**src/rtl/grid_pixel_addresser_if.sv**
```systemverilog
// Pixel-stream bus between the VGA counter/game-logic side and the grid
// pixel addresser.
//   Counter inputs : h_count, v_count, h_sync_in, v_sync_in
//   Board writes   : wr_en, wr_col, wr_row, wr_data, clear_req
//   Render outputs : in_grid, visible, cell_col, cell_row, sprite_addr,
//                    cell_state, h_sync_out, v_sync_out, clear_busy
interface grid_pixel_addresser_if;
  logic [10:0] h_count;
  logic [10:0] v_count;
  logic        h_sync_in;
  logic        v_sync_in;
  logic        wr_en;
  logic [3:0]  wr_col;
  logic [3:0]  wr_row;
  logic [1:0]  wr_data;
  logic        clear_req;
  logic        clear_busy;
  logic        in_grid;
  logic        visible;
  logic [3:0]  cell_col;
  logic [3:0]  cell_row;
  logic [10:0] sprite_addr;
  logic [1:0]  cell_state;
  logic        h_sync_out;
  logic        v_sync_out;

  modport master (
    output h_count, v_count, h_sync_in, v_sync_in,
    output wr_en, wr_col, wr_row, wr_data, clear_req,
    input  clear_busy, in_grid, visible, cell_col, cell_row,
    input  sprite_addr, cell_state, h_sync_out, v_sync_out
  );

  modport slave (
    input  h_count, v_count, h_sync_in, v_sync_in,
    input  wr_en, wr_col, wr_row, wr_data, clear_req,
    output clear_busy, in_grid, visible, cell_col, cell_row,
    output sprite_addr, cell_state, h_sync_out, v_sync_out
  );
endinterface

```
**src/rtl/grid_pixel_addresser.sv**
```systemverilog
// Grid pixel addresser: incrementally tracks cell column/row and intra-cell
// offsets from the VGA counters and emits, two clocks later, the sprite ROM
// address, the cell state from an internal board RAM, visibility and
// delay-matched syncs. A sweep FSM zeroes the board after reset or on
// clear_req.
//   clk_25  : pixel clock
//   reset_n : asynchronous active-low reset
//   bus     : grid_pixel_addresser_if.slave (counters, board writes, outputs)
module grid_pixel_addresser #(
  parameter int unsigned GRID_X0   = 145,
  parameter int unsigned GRID_Y0   = 30,
  parameter int unsigned CELL_W    = 35,
  parameter int unsigned CELL_H    = 35,
  parameter int unsigned GRID_COLS = 10,
  parameter int unsigned GRID_ROWS = 10
) (
  input  logic                   clk_25,
  input  logic                   reset_n,
  grid_pixel_addresser_if.slave  bus
);
  localparam int unsigned CNT_W  = 11;
  localparam int unsigned OFF_W  = 6;
  localparam int unsigned CIDX_W = 4;
  localparam int unsigned IDX_W  = 7;
  localparam int unsigned ADDR_W = 11;
  localparam int unsigned CELLS  = GRID_COLS * GRID_ROWS;

  localparam logic [CNT_W-1:0]  X_FIRST  = CNT_W'(GRID_X0);
  localparam logic [CNT_W-1:0]  X_LAST   = CNT_W'(GRID_X0 + CELL_W * GRID_COLS - 1);
  localparam logic [CNT_W-1:0]  Y_FIRST  = CNT_W'(GRID_Y0);
  localparam logic [CNT_W-1:0]  Y_LAST   = CNT_W'(GRID_Y0 + CELL_H * GRID_ROWS - 1);
  localparam logic [CNT_W-1:0]  H_VIS    = CNT_W'(640);
  localparam logic [CNT_W-1:0]  V_VIS    = CNT_W'(480);
  localparam logic [OFF_W-1:0]  X_WRAP   = OFF_W'(CELL_W - 1);
  localparam logic [OFF_W-1:0]  Y_WRAP   = OFF_W'(CELL_H - 1);
  localparam logic [CIDX_W-1:0] COLS_C   = CIDX_W'(GRID_COLS);
  localparam logic [CIDX_W-1:0] ROWS_C   = CIDX_W'(GRID_ROWS);
  localparam logic [IDX_W-1:0]  LAST_IDX = IDX_W'(CELLS - 1);

  typedef enum logic {S_IDLE, S_CLEAR} state_t;

  state_t              r_state;
  state_t              w_state_nxt;
  logic [IDX_W-1:0]    r_idx;
  logic                r_clear_busy;
  logic                w_clr_we;
  logic                w_busy_nxt;

  logic [OFF_W-1:0]    r_x_off, r_y_off;
  logic [CIDX_W-1:0]   r_col, r_row;
  logic                r_in_grid_s1, r_vis_s1, r_hs_s1, r_vs_s1;

  logic                r_in_grid, r_visible, r_h_sync_out, r_v_sync_out;
  logic [CIDX_W-1:0]   r_cell_col, r_cell_row;
  logic [ADDR_W-1:0]   r_sprite_addr;
  logic [1:0]          r_cell_state;

  logic [1:0]          r_mem [CELLS];

  logic                w_x_in, w_y_in, w_user_we, w_we;
  logic [IDX_W-1:0]    w_rd_idx, w_user_idx, w_wr_idx;
  logic [1:0]          w_wr_data;
  logic [ADDR_W-1:0]   w_sprite;

  assign w_x_in = (bus.h_count >= X_FIRST) && (bus.h_count <= X_LAST);
  assign w_y_in = (bus.v_count >= Y_FIRST) && (bus.v_count <= Y_LAST);

  // Stage 1: incremental column/row and offset tracking
  always_ff @(posedge clk_25 or negedge reset_n) begin
    if (!reset_n) begin
      r_x_off      <= '0;
      r_col        <= '0;
      r_y_off      <= '0;
      r_row        <= '0;
      r_in_grid_s1 <= 1'b0;
      r_vis_s1     <= 1'b0;
      r_hs_s1      <= 1'b0;
      r_vs_s1      <= 1'b0;
    end else begin
      if (bus.h_count == X_FIRST) begin
        r_x_off <= '0;
        r_col   <= '0;
      end else if ((bus.h_count > X_FIRST) && (bus.h_count <= X_LAST)) begin
        if (r_x_off == X_WRAP) begin
          r_x_off <= '0;
          r_col   <= r_col + CIDX_W'(1);
        end else begin
          r_x_off <= r_x_off + OFF_W'(1);
        end
      end
      // Rows advance once per line, at the pixel where v_count may change
      if (bus.h_count == '0) begin
        if (bus.v_count == Y_FIRST) begin
          r_y_off <= '0;
          r_row   <= '0;
        end else if ((bus.v_count > Y_FIRST) && (bus.v_count <= Y_LAST)) begin
          if (r_y_off == Y_WRAP) begin
            r_y_off <= '0;
            r_row   <= r_row + CIDX_W'(1);
          end else begin
            r_y_off <= r_y_off + OFF_W'(1);
          end
        end
      end
      r_in_grid_s1 <= w_x_in && w_y_in;
      r_vis_s1     <= (bus.h_count < H_VIS) && (bus.v_count < V_VIS);
      r_hs_s1      <= bus.h_sync_in;
      r_vs_s1      <= bus.v_sync_in;
    end
  end

  assign w_rd_idx = IDX_W'(32'(r_row) * GRID_COLS + 32'(r_col));
  assign w_sprite = ADDR_W'(32'(r_x_off) + 32'(r_y_off) * CELL_W);

  // Stage 2: output registers and board read, zeroed outside the grid
  always_ff @(posedge clk_25 or negedge reset_n) begin
    if (!reset_n) begin
      r_in_grid     <= 1'b0;
      r_visible     <= 1'b0;
      r_h_sync_out  <= 1'b0;
      r_v_sync_out  <= 1'b0;
      r_cell_col    <= '0;
      r_cell_row    <= '0;
      r_sprite_addr <= '0;
      r_cell_state  <= '0;
    end else begin
      r_in_grid     <= r_in_grid_s1;
      r_visible     <= r_vis_s1;
      r_h_sync_out  <= r_hs_s1;
      r_v_sync_out  <= r_vs_s1;
      r_cell_col    <= r_in_grid_s1 ? r_col : '0;
      r_cell_row    <= r_in_grid_s1 ? r_row : '0;
      r_sprite_addr <= r_in_grid_s1 ? w_sprite : '0;
      r_cell_state  <= (r_in_grid_s1 && (r_state == S_IDLE)) ? r_mem[w_rd_idx] : '0;
    end
  end

  // Clear FSM: state register
  always_ff @(posedge clk_25 or negedge reset_n) begin
    if (!reset_n) r_state <= S_CLEAR;
    else          r_state <= w_state_nxt;
  end

  // Clear FSM: next state
  always_comb begin
    w_state_nxt = r_state;
    case (r_state)
      S_IDLE:  if (bus.clear_req) w_state_nxt = S_CLEAR;
      S_CLEAR: if (r_idx == LAST_IDX) w_state_nxt = S_IDLE;
      default: w_state_nxt = S_IDLE;
    endcase
  end

  // Clear FSM: outputs
  always_comb begin
    w_clr_we   = 1'b0;
    w_busy_nxt = 1'b0;
    if (r_state == S_CLEAR)     w_clr_we   = 1'b1;
    if (w_state_nxt == S_CLEAR) w_busy_nxt = 1'b1;
  end

  // Sweep index and registered busy flag
  always_ff @(posedge clk_25 or negedge reset_n) begin
    if (!reset_n) begin
      r_idx        <= '0;
      r_clear_busy <= 1'b1;
    end else begin
      r_idx        <= (w_clr_we && (r_idx != LAST_IDX)) ? r_idx + IDX_W'(1) : '0;
      r_clear_busy <= w_busy_nxt;
    end
  end

  // Board write port: sweep has priority, user writes only when idle
  assign w_user_idx = IDX_W'(32'(bus.wr_row) * GRID_COLS + 32'(bus.wr_col));
  assign w_user_we  = bus.wr_en && !bus.clear_req && (r_state == S_IDLE) &&
                      (bus.wr_col < COLS_C) && (bus.wr_row < ROWS_C);
  assign w_we       = w_clr_we || w_user_we;
  assign w_wr_idx   = w_clr_we ? r_idx : w_user_idx;
  assign w_wr_data  = w_clr_we ? 2'b00 : bus.wr_data;

  // Board RAM, read-first (the stage-2 read sees the pre-write value)
  always_ff @(posedge clk_25) begin
    if (w_we) r_mem[w_wr_idx] <= w_wr_data;
  end

  assign bus.clear_busy  = r_clear_busy;
  assign bus.in_grid     = r_in_grid;
  assign bus.visible     = r_visible;
  assign bus.cell_col    = r_cell_col;
  assign bus.cell_row    = r_cell_row;
  assign bus.sprite_addr = r_sprite_addr;
  assign bus.cell_state  = r_cell_state;
  assign bus.h_sync_out  = r_h_sync_out;
  assign bus.v_sync_out  = r_v_sync_out;
endmodule

```
**src/flat_wrapper.sv**
```systemverilog
// flat-port wrapper written by rule: the top's interface ports become plain ports
module grid_pixel_addresser_flat 
#(
  parameter int unsigned GRID_X0   = 145,
  parameter int unsigned GRID_Y0   = 30,
  parameter int unsigned CELL_W    = 35,
  parameter int unsigned CELL_H    = 35,
  parameter int unsigned GRID_COLS = 10,
  parameter int unsigned GRID_ROWS = 10
)
  (clk_25, reset_n, bus_h_count, bus_v_count, bus_h_sync_in, bus_v_sync_in, bus_wr_en, bus_wr_col, bus_wr_row, bus_wr_data, bus_clear_req, bus_clear_busy, bus_in_grid, bus_visible, bus_cell_col, bus_cell_row, bus_sprite_addr, bus_cell_state, bus_h_sync_out, bus_v_sync_out);
  grid_pixel_addresser_if bus_i ();
  input  logic clk_25;
  input  logic reset_n;
  input wire logic [$bits(bus_i.h_count)-1:0] bus_h_count;
  input wire logic [$bits(bus_i.v_count)-1:0] bus_v_count;
  input wire logic [$bits(bus_i.h_sync_in)-1:0] bus_h_sync_in;
  input wire logic [$bits(bus_i.v_sync_in)-1:0] bus_v_sync_in;
  input wire logic [$bits(bus_i.wr_en)-1:0] bus_wr_en;
  input wire logic [$bits(bus_i.wr_col)-1:0] bus_wr_col;
  input wire logic [$bits(bus_i.wr_row)-1:0] bus_wr_row;
  input wire logic [$bits(bus_i.wr_data)-1:0] bus_wr_data;
  input wire logic [$bits(bus_i.clear_req)-1:0] bus_clear_req;
  output wire logic [$bits(bus_i.clear_busy)-1:0] bus_clear_busy;
  output wire logic [$bits(bus_i.in_grid)-1:0] bus_in_grid;
  output wire logic [$bits(bus_i.visible)-1:0] bus_visible;
  output wire logic [$bits(bus_i.cell_col)-1:0] bus_cell_col;
  output wire logic [$bits(bus_i.cell_row)-1:0] bus_cell_row;
  output wire logic [$bits(bus_i.sprite_addr)-1:0] bus_sprite_addr;
  output wire logic [$bits(bus_i.cell_state)-1:0] bus_cell_state;
  output wire logic [$bits(bus_i.h_sync_out)-1:0] bus_h_sync_out;
  output wire logic [$bits(bus_i.v_sync_out)-1:0] bus_v_sync_out;
  assign bus_i.h_count = bus_h_count;
  assign bus_i.v_count = bus_v_count;
  assign bus_i.h_sync_in = bus_h_sync_in;
  assign bus_i.v_sync_in = bus_v_sync_in;
  assign bus_i.wr_en = bus_wr_en;
  assign bus_i.wr_col = bus_wr_col;
  assign bus_i.wr_row = bus_wr_row;
  assign bus_i.wr_data = bus_wr_data;
  assign bus_i.clear_req = bus_clear_req;
  assign bus_clear_busy = bus_i.clear_busy;
  assign bus_in_grid = bus_i.in_grid;
  assign bus_visible = bus_i.visible;
  assign bus_cell_col = bus_i.cell_col;
  assign bus_cell_row = bus_i.cell_row;
  assign bus_sprite_addr = bus_i.sprite_addr;
  assign bus_cell_state = bus_i.cell_state;
  assign bus_h_sync_out = bus_i.h_sync_out;
  assign bus_v_sync_out = bus_i.v_sync_out;
  grid_pixel_addresser #(.GRID_X0(GRID_X0), .GRID_Y0(GRID_Y0), .CELL_W(CELL_W), .CELL_H(CELL_H), .GRID_COLS(GRID_COLS), .GRID_ROWS(GRID_ROWS)) u_core (.clk_25(clk_25), .reset_n(reset_n), .bus(bus_i));
endmodule
```
**config.mk**
```make
export PLATFORM = sky130hd
export DESIGN_NAME = grid_pixel_addresser_flat
export DESIGN_NICKNAME = d
export VERILOG_FILES = /design/src/rtl/grid_pixel_addresser_if.sv /design/src/rtl/grid_pixel_addresser.sv /design/src/flat_wrapper.sv
export SDC_FILE = /design/constraint.sdc
export NUM_CORES = 1
export LEC_CHECK = 0
export CAP_MARGIN = 20
export CELL_PAD_IN_SITES_DETAIL_PLACEMENT = 1
export CELL_PAD_IN_SITES_GLOBAL_PLACEMENT = 1
export CORE_ASPECT_RATIO = 0.8
export CORE_MARGIN = 4
export CORE_UTILIZATION = 40
export DETAILED_ROUTE_END_ITERATION = 8
export GPL_ROUTABILITY_DRIVEN = 0
export PLACE_DENSITY_LB_ADDON = 0.12
export SLEW_MARGIN = 25
export SYNTH_ARGS = -nofsm -noshare
export SYNTH_HDL_FRONTEND = slang
export SYNTH_SLANG_ARGS = --single-unit
```
**constraint.sdc**
```tcl
create_clock -name clk_25 -period 7.15 [get_ports clk_25]
set_input_delay 1.0725 -clock clk_25 [delete_from_list [all_inputs] [get_ports clk_25]]
set_output_delay 1.0725 -clock clk_25 [all_outputs]
set_load 0.03 [all_outputs]
```
==> metrics.csv <==
metric,value,unit
grt-ovfl-total,0,
worstPathRequired,7.39,ns
grt_pass1_vias,7661,
grt_start_max_net_pins,101,
timing.final.crit_period,4.20,ns
intPower,0.00250,W
antenna_found_initial,0,
syn-num-nets,925,
vias,7180,
p_leak,4.70,nW
std_cell_rows,56,
max_slew_margin,31.2,%
period_share,58.8,%
p_per_area,235,mW/mm²
yosys.area.top_type_share,50.4,%
status,"complete, no violations",
r2r_end,u_core.bus.cell_state[0],
clockPowerShare,42.6,%
drv_cap,0,
sequentialPowerShare,49.9,%
synth_ff_type,edfxtp_1,
yosys.area.top_type,edfxtp_1,
ir_drop,191,µV
worstPathMaxFanout,8,
ys_seq_elements,257,
skew,0.0197,ns
wl_per_cell,22.5,µm
worstHoldPathType,flop to flop,
worst_slack,2.95,ns
core,0.0294,mm²
reg2reg_depth,8,
grt.total_usage,18.2,%
netSwitchingPower,0.000751,W
cts_buffer_depth,3,
worst_pin_slew,1.03,ns
grt_pass1_wl,46100,µm
cts_resized,0,
die_w,201,µm
htree_levels,1,
wl,29200,µm
drc,0,
r2r_slack,3.64,ns
worst_path_most_repeated_cell,ha_1,
synth_edf_count,200,
post_cts_buffers,0,
viasPerCell,5.52,
seq_area_frac_synth,62.4,%
setup_violations,0,
clock-sinks,257,
total_power,0.00325,W
synth_area,0.0119,mm²
drive_above_1_share,13.0,%
p_comb_share,7.5,%
syn_to_final_growth,16.3,%
cts_buffers,28,
yosys_warnings,0,
cp_cell_sequence,clkdlybuf4s50_1 -> ha_1 -> ha_1 -> inv_1 -> fa_1 -> nand2b_1 -> or3_1 -> a31oi_1 -> and2_1 -> nand2_1 -> nor2_1,
clk_pin_slew,0.06,ns
dieHeight,162,µm
endpoint,u_core.r_mem[70][0],
syn_inst,831,
initial_core_util,40.6,%
num_io_pins,64,
tns,0,ns
synth_cell_types,64,
firstDrtPassIters,5,
nets,997,
r2r-start,u_core.r_row[0],
clk_latency,0.56,ns
cts.hold.buffers_added,0,
path_class,input pin to flop,
cts_tree,done,
ant_nets,0,
async_reset_ff_share,22.2,%
grt_setup_unrepaired,no,
avgSynthCellArea,14.3,µm²
worstSetupEndpointType,flop,
slowest_delay,0.50,ns
drtIter0Drc,494,
cp-start-kind,input pin,
finalHoldViolCount,0,
root_buffer,clkbuf_16,
drv_slew,0,
crit_path_top_delay_cell,a31oi_1,
hpwlAfterDp,19300,µm
crit_start,bus_wr_row[1],
post-place-ws,2.40,ns
die_area,0.0326,mm²
critPathArrivalTime,4.44,ns
portBuffers,63,
synth_area_leaders,"edfxtp_1 50%, dfrtp_1 12%, mux4_2 8.9%, ha_1 4.9%, nor2_1 4.5%",
diodes,0,
max_freq,238,MHz
swShare,23.1,%
metal layers:
metal	GRT usage, %	up-vias	routed length, µm
met3	3.35	34	1530
met2	27.9	189	12900
met4	3.16	0	453
met1	27.6	3693	14300
met5	0	-	0
li1	-	3264	-
layout by cell type, fill, tap and decap left out, types with 3 or more instances in the layout:
cell type        instances
inv_6                    5
nand2_1                 48
a22oi_1                  4
xor2_1                  13
nor3b_1                  3
clkbuf_16               30
nor2b_1                 10
nand3_1                 14
clkdlybuf4s50_1         62
nor3_1                  11
clkinv_2                 7
dfrtp_1                 55
xnor2_1                 15
clkbuf_1                 3
o21ai_0                 22
edfxtp_1               200
o21ai_1                  3
nand4_1                 12
mux2_2                   5
buf_4                    6
o41ai_1                  3
and3_1                   4
inv_1                   39
and2_1                  18
nor2_1                 144
mux4_1                   8
mux4_2                  47
a32o_1                   3
a31oi_1                  3
a21oi_1                 13
ha_1                    46
or3_1                    5
fa_1                     9
worst max-delay path: cells and delay by family:
family	cells	cell delay (ns)
simple gates	5	1.34
fa+ha+maj	3	0.97
buf+inv	2	0.54
compound gates	1	0.50
worst min-delay path by stage:
stage	start	to	slack (ns)	cells past startpoint
floorplan	u_core.r_hs_s1	u_core.bus.h_sync_out	0.33	0
detailed placement	u_core.r_vs_s1	u_core.bus.v_sync_out	0.34	0
global placement	u_core.r_vis_s1	u_core.bus.visible	0.33	0
CTS	u_core.r_vis_s1	u_core.bus.visible	0.35	0
global route	u_core.r_vis_s1	u_core.bus.visible	0.37	0
finish	u_core.r_vis_s1	u_core.bus.visible	0.35	0
power groups by stage:
stage	clock network (W)	registers (W)	logic, W
2_1_floorplan	0	0.00165	0.000156
5_1_grt	0.00150	0.00162	0.000279
3_5_place_dp	0	0.00165	0.000244
6_report	0.00139	0.00162	0.000243
4_1_cts	0.00143	0.00162	0.000247
3_3_place_gp	0	0.00165	0.000233
flip-flops by register name, indices dropped and copies added (netlist names), 2 cells and up:
register                cells
u_core.r_col                4
u_core.r_x_off              6
u_core.r_mem              200
u_core.r_y_off              6
u_core.bus.cell_col         4
u_core.bus.sprite_addr     11
u_core.bus.cell_row         4
u_core.bus.cell_state       2
u_core.r_row                4
u_core.r_idx                7
stage by stage:
stage          area [µm²]  hold WS, ns  util [%]  instances
2_1_floorplan       11900        0.331         -        831
3_3_place_gp        12900        0.332      44.0       1249
3_5_place_dp        12900        0.338      44.1       1249
4_1_cts             13800        0.353      47.1       1299
5_1_grt             13900        0.368      47.2       1300
6_report            13900        0.349      47.2       1300
cell type report:
cell class                      instances  area (µm²)
Fill cell                            2947       15500
Sequential cell                       257        7440
Multi-Input combinational cell        507        4210
Clock buffer                           34         776
Timing Repair Buffer                   70         698
Tap cell                              377         472
Inverter                               39         146
Clock inverter                         16         110
Yosys cell counts, types with 14 or more instances:
master and instances:
nand3_1 14, inv_1 39, ha_1 47, nand2_1 48, mux4_2 47, xnor2_1 15, o21ai_0 22, nor2_1 144
edfxtp_1 200, clkbuf_1 19, and2_1 18, dfrtp_1 56
cell families (layout without fill, tap and decap cells):
family / count (synthesis) / in the layout / share of synthesized area [%]
buffers and inverters: 67 / 159 / 2.47
DFF: 257 / 257 / 62.4
and+or+nand+nor: 282 / 282 / 10.7
muxes: 61 / 61 / 11.2
AOI/OAI and AO/OA: 79 / 79 / 4.54
xor gates and xnor gates: 29 / 29 / 2.20
adders and majority gates: 56 / 56 / 6.45
No activity file was read; power rests on OpenSTA's default activity.
